--- src/rtl/alu_pkg.sv ---
// Shared ALU definitions: op-code constants, op typedef and datapath width.
package alu_pkg;

  localparam int ALU_W = 32;

  typedef logic [3:0] alu_op_t;

  localparam alu_op_t ALU_ADD  = 4'd0;
  localparam alu_op_t ALU_LUI  = 4'd1;
  localparam alu_op_t ALU_SUB  = 4'd2;
  localparam alu_op_t ALU_SLT  = 4'd3;
  localparam alu_op_t ALU_SLTU = 4'd4;
  localparam alu_op_t ALU_AND  = 4'd5;
  localparam alu_op_t ALU_OR   = 4'd6;
  localparam alu_op_t ALU_XOR  = 4'd7;
  localparam alu_op_t ALU_NOR  = 4'd8;
  localparam alu_op_t ALU_SLL  = 4'd9;
  localparam alu_op_t ALU_SRL  = 4'd10;
  localparam alu_op_t ALU_SRA  = 4'd11;

endpackage

--- src/rtl/alu.sv ---
// Combinational 32-bit ALU; shifts move src2 by src1[4:0], unused codes yield 0.
module alu
  import alu_pkg::*;
(
  input  alu_op_t          ALUControl,
  input  logic [ALU_W-1:0] alu_src1,
  input  logic [ALU_W-1:0] alu_src2,
  output logic [ALU_W-1:0] alu_result
);

  logic signed [ALU_W-1:0] src1_s;
  logic signed [ALU_W-1:0] src2_s;
  logic        [4:0]       shamt;

  assign src1_s = alu_src1;
  assign src2_s = alu_src2;
  assign shamt  = alu_src1[4:0];

  always_comb begin
    alu_result = '0;
    case (ALUControl)
      ALU_ADD:  alu_result = alu_src1 + alu_src2;
      ALU_LUI:  alu_result = {alu_src2[15:0], 16'h0000};
      ALU_SUB:  alu_result = alu_src1 - alu_src2;
      ALU_SLT:  alu_result = {{(ALU_W-1){1'b0}}, (src1_s < src2_s)};
      ALU_SLTU: alu_result = {{(ALU_W-1){1'b0}}, (alu_src1 < alu_src2)};
      ALU_AND:  alu_result = alu_src1 & alu_src2;
      ALU_OR:   alu_result = alu_src1 | alu_src2;
      ALU_XOR:  alu_result = alu_src1 ^ alu_src2;
      ALU_NOR:  alu_result = ~(alu_src1 | alu_src2);
      ALU_SLL:  alu_result = alu_src2 << shamt;
      ALU_SRL:  alu_result = alu_src2 >> shamt;
      ALU_SRA:  alu_result = src2_s >>> shamt;
      default:  alu_result = '0;
    endcase
  end

endmodule

--- src/rtl/alu_share_arb.sv ---
// Round-robin arbiter sharing one ALU between two ports with one-entry response regs.
// Define ALU_ARB_FIXED_PRIO_EN to make port 0 always win contention.
module alu_share_arb
  import alu_pkg::*;
#(
  parameter int W = 32
) (
  input  logic         clk,
  input  logic         resetn,
  input  logic [1:0]   req_valid,
  output logic [1:0]   req_ready,
  input  logic [3:0]   req_op0,
  input  logic [3:0]   req_op1,
  input  logic [W-1:0] req_a0,
  input  logic [W-1:0] req_a1,
  input  logic [W-1:0] req_b0,
  input  logic [W-1:0] req_b1,
  output logic [1:0]   rsp_valid,
  input  logic [1:0]   rsp_ready,
  output logic [W-1:0] rsp_data0,
  output logic [W-1:0] rsp_data1,
  output logic         last_grant
);

  if (W != ALU_W) begin : g_w_check
    $error("alu_share_arb: W must equal ALU_W (32)");
  end

  logic [1:0]   rsp_valid_q, rsp_valid_d;
  logic [W-1:0] rsp_data0_q, rsp_data0_d;
  logic [W-1:0] rsp_data1_q, rsp_data1_d;
  logic         last_grant_q, last_grant_d;

  logic [1:0]   elig;
  logic [1:0]   grant;
  alu_op_t      alu_op;
  logic [W-1:0] alu_a;
  logic [W-1:0] alu_b;
  logic [W-1:0] alu_y;

  // A port with a pending response may still be granted when that response drains this cycle.
  always_comb begin
    elig  = req_valid & (~rsp_valid_q | rsp_ready);
    grant = 2'b00;
    if (resetn) begin
      if (elig == 2'b11) begin
`ifdef ALU_ARB_FIXED_PRIO_EN
        grant = 2'b01;
`else
        grant = last_grant_q ? 2'b01 : 2'b10;
`endif
      end else begin
        grant = elig;
      end
    end
  end

  assign req_ready = grant;

  always_comb begin
    alu_op = req_op0;
    alu_a  = req_a0;
    alu_b  = req_b0;
    if (grant[1]) begin
      alu_op = req_op1;
      alu_a  = req_a1;
      alu_b  = req_b1;
    end
  end

  alu u_alu (
    .ALUControl (alu_op),
    .alu_src1   (alu_a),
    .alu_src2   (alu_b),
    .alu_result (alu_y)
  );

  // A new accept overrides a same-cycle drain, so valid stays high with fresh data.
  always_comb begin
    rsp_valid_d  = rsp_valid_q & ~rsp_ready;
    rsp_valid_d  = rsp_valid_d | grant;
    rsp_data0_d  = grant[0] ? alu_y : rsp_data0_q;
    rsp_data1_d  = grant[1] ? alu_y : rsp_data1_q;
    last_grant_d = (grant != 2'b00) ? grant[1] : last_grant_q;
  end

  always_ff @(posedge clk) begin
    if (!resetn) begin
      rsp_valid_q  <= 2'b00;
      rsp_data0_q  <= '0;
      rsp_data1_q  <= '0;
      last_grant_q <= 1'b1;
    end else begin
      rsp_valid_q  <= rsp_valid_d;
      rsp_data0_q  <= rsp_data0_d;
      rsp_data1_q  <= rsp_data1_d;
      last_grant_q <= last_grant_d;
    end
  end

  assign rsp_valid  = rsp_valid_q;
  assign rsp_data0  = rsp_data0_q;
  assign rsp_data1  = rsp_data1_q;
  assign last_grant = last_grant_q;

endmodule

--- config.mk ---
export PLATFORM = sky130hd
export DESIGN_NAME = alu_share_arb
export DESIGN_NICKNAME = d
export VERILOG_FILES = /design/src/rtl/alu_pkg.sv /design/src/rtl/alu.sv /design/src/rtl/alu_share_arb.sv
export SDC_FILE = /design/constraint.sdc
export NUM_CORES = 1
export LEC_CHECK = 0
export ABC_AREA = 0
export ABC_CLOCK_PERIOD_IN_PS = 6700
export CELL_PAD_IN_SITES_DETAIL_PLACEMENT = 1
export CELL_PAD_IN_SITES_GLOBAL_PLACEMENT = 2
export CORE_ASPECT_RATIO = 2
export CORE_MARGIN = 5
export CORE_UTILIZATION = 31
export DETAILED_ROUTE_END_ITERATION = 12
export HOLD_SLACK_MARGIN = 0.03
export PLACE_DENSITY = 0.92
export SYNTH_ARGS = -nofsm -noshare
export SYNTH_HDL_FRONTEND = slang
export SYNTH_SLANG_ARGS = --single-unit
--- constraint.sdc ---
create_clock -name clk -period 6.7 [get_ports clk]
set_input_delay 1.005 -clock clk [delete_from_list [all_inputs] [get_ports clk]]
set_output_delay 1.005 -clock clk [all_outputs]
set_load 0.05 [all_outputs]
# ---- Word-level counts from Yosys, hierarchy flattened
# Cells that the tools add are included.
dict set report word_totals {
  reg_bits 67
  input_bits 142
  out_inout_bits 69
  elab_cells 42
}
dict set report classes {
  n_addsub 2
  magnitude_cmp 2
  n_eq_ne 12
  shift 3
  muxes 7
  bitwise 10
  n_reduce_logical 2
}
# cell count
set ops {}
lappend ops {{$pmux W32 S12} 1}
lappend ops {{$lt A32 B32 Y1} 2}
lappend ops {{$mux W32} 2}
lappend ops {{$add A32 B32 Y32} 1}
lappend ops {{$and A32 B32 Y32} 1}
lappend ops {{$not A32 Y32} 1}
lappend ops {{$or A32 B32 Y32} 1}
lappend ops {{$shl A32 B5 Y32} 1}
lappend ops {{$shr A32 B5 Y32} 1}
lappend ops {{$sshr A32 B5 Y32} 1}
lappend ops {{$sub A32 B32 Y32} 1}
lappend ops {{$xor A32 B32 Y32} 1}
lappend ops {{$eq A4 B3 Y1 const B} 4}
lappend ops {{$eq A4 B4 Y1 const B} 4}
lappend ops {{$eq A4 B2 Y1 const B} 2}
lappend ops {{$mux W2} 3}
lappend ops {{$and A2 B2 Y2} 2}
lappend ops {{$eq A4 B1 Y1 const B} 1}
lappend ops {{$logic_not A4 Y1} 1}
lappend ops {{$mux W4} 1}
lappend ops {{$not A2 Y2} 2}
lappend ops {{$or A2 B2 Y2} 2}
lappend ops {{$eq A2 B2 Y1 const B} 1}
lappend ops {{$reduce_bool A2 Y1} 1}

# ---- Longest topological paths before layout
dict set report depth {
  ltp_word 10
  ltp_mapped 23
  ltp_nobuf 16
}

# ---- Modules after synthesis
# Synthesis repeated with hierarchy kept, for this count alone.
dict set report unflattened {
  cells_unflattened 1792
  area_unflattened_um2 12384.4
}
# mod instances cells_per_inst area_per_inst_um2 seq_area_each_um2
set modules_own_cells {}
lappend modules_own_cells {alu 1 1315 9133.8 0.0}
lappend modules_own_cells {alu_share_arb 1 477 3250.6 1341.3}

# ---- Worst setup path after synthesis
# Ideal clock, no wire load.
dict set report synth_timing {
  kind {input -> register}
  startpoint {in rsp_ready[1]}
  endpoint {reg rsp_data0_q[27] (netlist: rsp_data0[27])}
  setup_ns 0.060
  arrival_ns 5.737
  t_required_ns 6.640
  path_slack_ns 0.903
  stages 23
  n_path_buf 9
  cell_sequence {nor2b_1 a211o_1 buf_2 buf_2 buf_2 buf_2 buf_2 buf_2 clkbuf_1 buf_1 nand2_1 nand2_1 ha_1 clkbuf_1 nor3_1 o21ai_0 a31oi_1 o311ai_0 o21ai_0 o31ai_1 mux2_2 o221ai_1 a21o_1}
}
dict set report synth_via {
  elab_chain_len 9
  elab_cells_between_ends 30
  classes_between {add/sub (2); eq/ne (12); shift (3); mux (6); bitwise (6); reduce/logical (1)}
}
# item line_no
set synth_lines {}
lappend synth_lines {{start, declared} alu_share_arb.sv:19} ;# input logic [1:0] rsp_ready,
lappend synth_lines {{$or A2 B2 Y2 (*)} alu_share_arb.sv:43} ;# elig = req_valid & (~rsp_valid_q | rsp_ready);
lappend synth_lines {{$and A2 B2 Y2 (*)} alu_share_arb.sv:43}
lappend synth_lines {{$eq A2 B2 Y1} alu_share_arb.sv:46} ;# if (elig == 2'b11) begin
lappend synth_lines {{$mux W2 (*)} alu_share_arb.sv:46}
lappend synth_lines {{$mux W2 (*)} alu_share_arb.sv:45} ;# if (resetn) begin
lappend synth_lines {{parallel branches: the longest is 4 deep, another holds $sub A32 B32 Y32} --}
lappend synth_lines {{end signal, assigned} alu_share_arb.sv:95} ;# rsp_data0_q <= rsp_data0_d;
lappend synth_lines {{end, declared} alu_share_arb.sv:30} ;# logic [W-1:0] rsp_data0_q, rsp_data0_d;
# Every way passes the cells marked *.
# A chain may end at the register's enable or synchronous reset.

# ---- Worst setup path after layout
dict set report layout_timing {
  startpoint {in rsp_ready[0]}
  endpoint {reg rsp_data0_q[26] (netlist: rsp_data0[26])}
}
# Same word-level chain as after synthesis.

==> impl_metrics.csv <==
group,metric,value,unit
place,dp_hpwl,79.64,mm
setup_path,crit_start,"rsp_ready[0]",
status,status,"completed",
clock_network,cts_tree,"built",
synth,yosys_warnings,0,
clock_network,clockBufferDepth,2,
setup_path,reg2reg_from,"rsp_valid[0]$_SDFF_PN0_",
clock_network,cts_setup_buffers,0,
die,io-pin-count,211,
synth,synth_fp_nets,2315,
sta,fin_worst_skew,0.007294,ns
die,die-area,0.05193,mm2
sta,period_needed,6.563,ns
sta,max_freq,152.4,MHz
die,die_y,317.3,um
clock_network,ctsHoldBuffers,0,
global_routing,grt_max_degree,78,
pwr,power,3221,uW
clock_network,clkSinkCount,67,
min_path,hp-class,"register to register",
synth,synth_flop_cell,"dfxtp_1",
die,initial_utilization,31.37,%
global_routing,grt_pass1_vias,19668,
cells_and_area,drive_gt1_share,11.49,%
synth,syn-cell-area,0.01464,mm2
cells_and_area,final_common_cell,"nand2_1",
setup_path,path_class,"input port to register",
pwr,p_sw_share,53.66,%
detailed_routing,vias,18859,
sta,grt_setup_unrepaired,"no",
setup_path,crit_chain,"clkdlybuf4s50_1 > nand2b_1 > a211o_4 > inv_4 > buf_12 > mux2i_1 > buf_4 > inv_1 > ha_1 > inv_1 > nor3_1 > a2111oi_0 > o211ai_1 > and3_1 > mux2i_1 > nand4_1 > nor3_1 > buf_4 > o21ai_1",
min_path,min_from,"rsp_data0[26]$_SDFFE_PN0P_",
synth,synth_cell_types,77,
global_routing,grt_overflow,0,
sta,setup_violations,0,
clock_network,root_buffer,"clkbuf_16",
pwr,p_clk_share,15.6,%
setup_path,slowest_delay,0.63,ns
detailed_routing,drt_wl_total,99.33,mm
cells_and_area,final_cell_mix,"277 x nand2_1, 205 x mux2i_1, 205 x clkdlybuf4s50_1",
detailed_routing,avgViaCountPerCell,6.526,
pwr,leakage,0.007740,uW
detailed_routing,ant_nets,0,
cells_and_area,multi_input_area,0.01237,mm2
cells_and_area,fillCellCount,5833,
clock_network,cts_resized,0,
pwr,pwr-share-seq,15.3,%
setup_path,slowest_stage,"a2111oi_0",
sta,maxSlewHeadroom,6.985,%
detailed_routing,drc,0,
detailed_routing,drt_iter0_markers,1788,
clock_network,clk_latency,0.36,ns
detailed_routing,first_pass_iters,8,
sta,tns,0,ns
setup_path,start_kind,"input port",
synth,ys_ff_latch,67,
clock_network,cts.clk_slew.worst_paths,0.06,ns
synth,yosysSeqAreaShare,9.162,%
setup_path,critical_path_arrival,6.78,ns
cells_and_area,syn_to_final_growth,24.33,%
pwr,peakVddDrop,0.1111,mV
die,std_cell_rows,112,
setup_path,critPathCaptureType,"register",
synth,avgSynthCellArea,7.058,um2
sta,drv_slew,0,
die,die_w,163.7,um
detailed_routing,wl_per_cell,34.37,um
pwr,cellPowerDensity,177.0,mW/mm2
setup_path,required,6.92,ns
cells_and_area,nets,2498,
place,gp_congestion,1.104,
sta,worst_pin_slew,1.360,ns
clock_network,cts_buffers,9,
setup_path,path_max_fanout,64,
synth,netlist_instances,2074,
synth,async_reset_ff_share,0,%
global_routing,antenna_found_initial,2,
sta,hold_viol_final,0,
pwr,p_sw,1729,uW
pwr,combPwrFrac,69.1,%
clock_network,htree_levels,3,
cells_and_area,seq_area,0.001341,mm2
sta,fin_crit_sh,97.95,%
run,cap_violations,0,
global_routing,grt_pass1_wl,138.2,mm
pwr,p_int,1493,uW
synth,synth-edff-count,0,
place,port_buffers,210,
die,design.core.area,0.04666,mm2
global_routing,grt_usage,36.71,%
cell type report:
class	instances	share of cell area, %
multi-input cells	1746	67.97
repair buffers	328	16.50
flip-flops and latches	67	7.369
well taps	627	4.310
inverters	105	2.179
clock buffers	11	1.334
clock inverters	5	0.3300
diodes	1	0.01375
cell families (layout without fill, tap and decap cells):
family / count (synthesis) / in the layout / synth area share [%]
other cells: 0 / 1 / 0
fa+ha+maj: 99 / 99 / 8.564
flops: 67 / 67 / 9.162
buf+inv: 261 / 449 / 7.000
xor+xnor: 20 / 20 / 1.197
simple gates: 713 / 713 / 22.27
mux: 302 / 302 / 23.76
compound gates: 612 / 612 / 28.04
Yosys cell counts (20+ instances only):
library cell	instances	share of area, %
a211oi_1	34	1.7
a21oi_1	153	5.2
a31oi_1	25	1.1
and3_1	20	0.85
buf_2	33	1.1
clkbuf_1	103	2.6
dfxtp_1	67	9.2
ha_1	97	8.3
inv_1	99	2.5
mux2_2	60	4.6
mux2i_1	210	14
mux4_2	30	4.6
nand2_1	277	7.1
nand2b_1	21	0.90
nand3_1	86	2.9
nand4_1	23	0.98
nor2_1	156	4.0
nor2b_1	23	0.98
nor3_1	40	1.4
o211ai_1	27	1.4
o21ai_0	130	4.4
o31ai_1	20	1.0
power by group through the flow:
stage | combinational (uW) | sequential [uW] | clock [uW]
floorplan | 1060 | 639 | 0
global placement | 2130 | 496 | 0
detailed placement | 2160 | 497 | 0
CTS | 2170 | 489 | 511
global route | 2310 | 494 | 525
finish | 2230 | 491 | 503
flip-flops by register name, summed over array words and instances (netlist names):
name and cells:
rsp_data0 32, last_grant 1, rsp_valid 2, rsp_data1 32
worst paths after layout:
path,to,slack [ns],cells after the start
setup / recovery,rsp_data0[26]$_SDFFE_PN0P_,0.14,19
hold / removal,rsp_data0[26]$_SDFFE_PN0P_,0.47,2
setup reg to reg,rsp_data0[26]$_SDFFE_PN0P_,0.91,18
hold reg to reg,rsp_data0[26]$_SDFFE_PN0P_,0.47,2
worst max-delay path: cells and delay by family:
| family | cells | cell delay (ns) |
|---|---|---|
| and+or+nand+nor | 5 | 1.30 |
| buffers and inverters | 7 | 1.66 |
| AOI/OAI and AO/OA | 4 | 1.74 |
| adders and majority gates | 1 | 0.47 |
| muxes | 2 | 0.51 |
metrics by stage:
stage	setup slack, ns	hold WS (ns)	instances	util (%)	area [um2]
2_1_floorplan	0.9034	0.6859	2074	-	14640
3_3_place_gp	0.03956	0.4589	2873	38.35	17900
3_5_place_dp	0.04844	0.4638	2873	38.35	17900
4_1_cts	0.3879	0.4754	2889	39.00	18200
5_1_grt	0.1143	0.4893	2889	39.00	18200
6_report	0.1371	0.4707	2890	39.00	18200
routing by layer:
layer	GRT usage, %	share of wire, %
met1	35.99	33
met2	63.70	49
met3	5.382	5.9
met4	37.07	13
met5	0	0
Power figures use the tool's default switching activity.
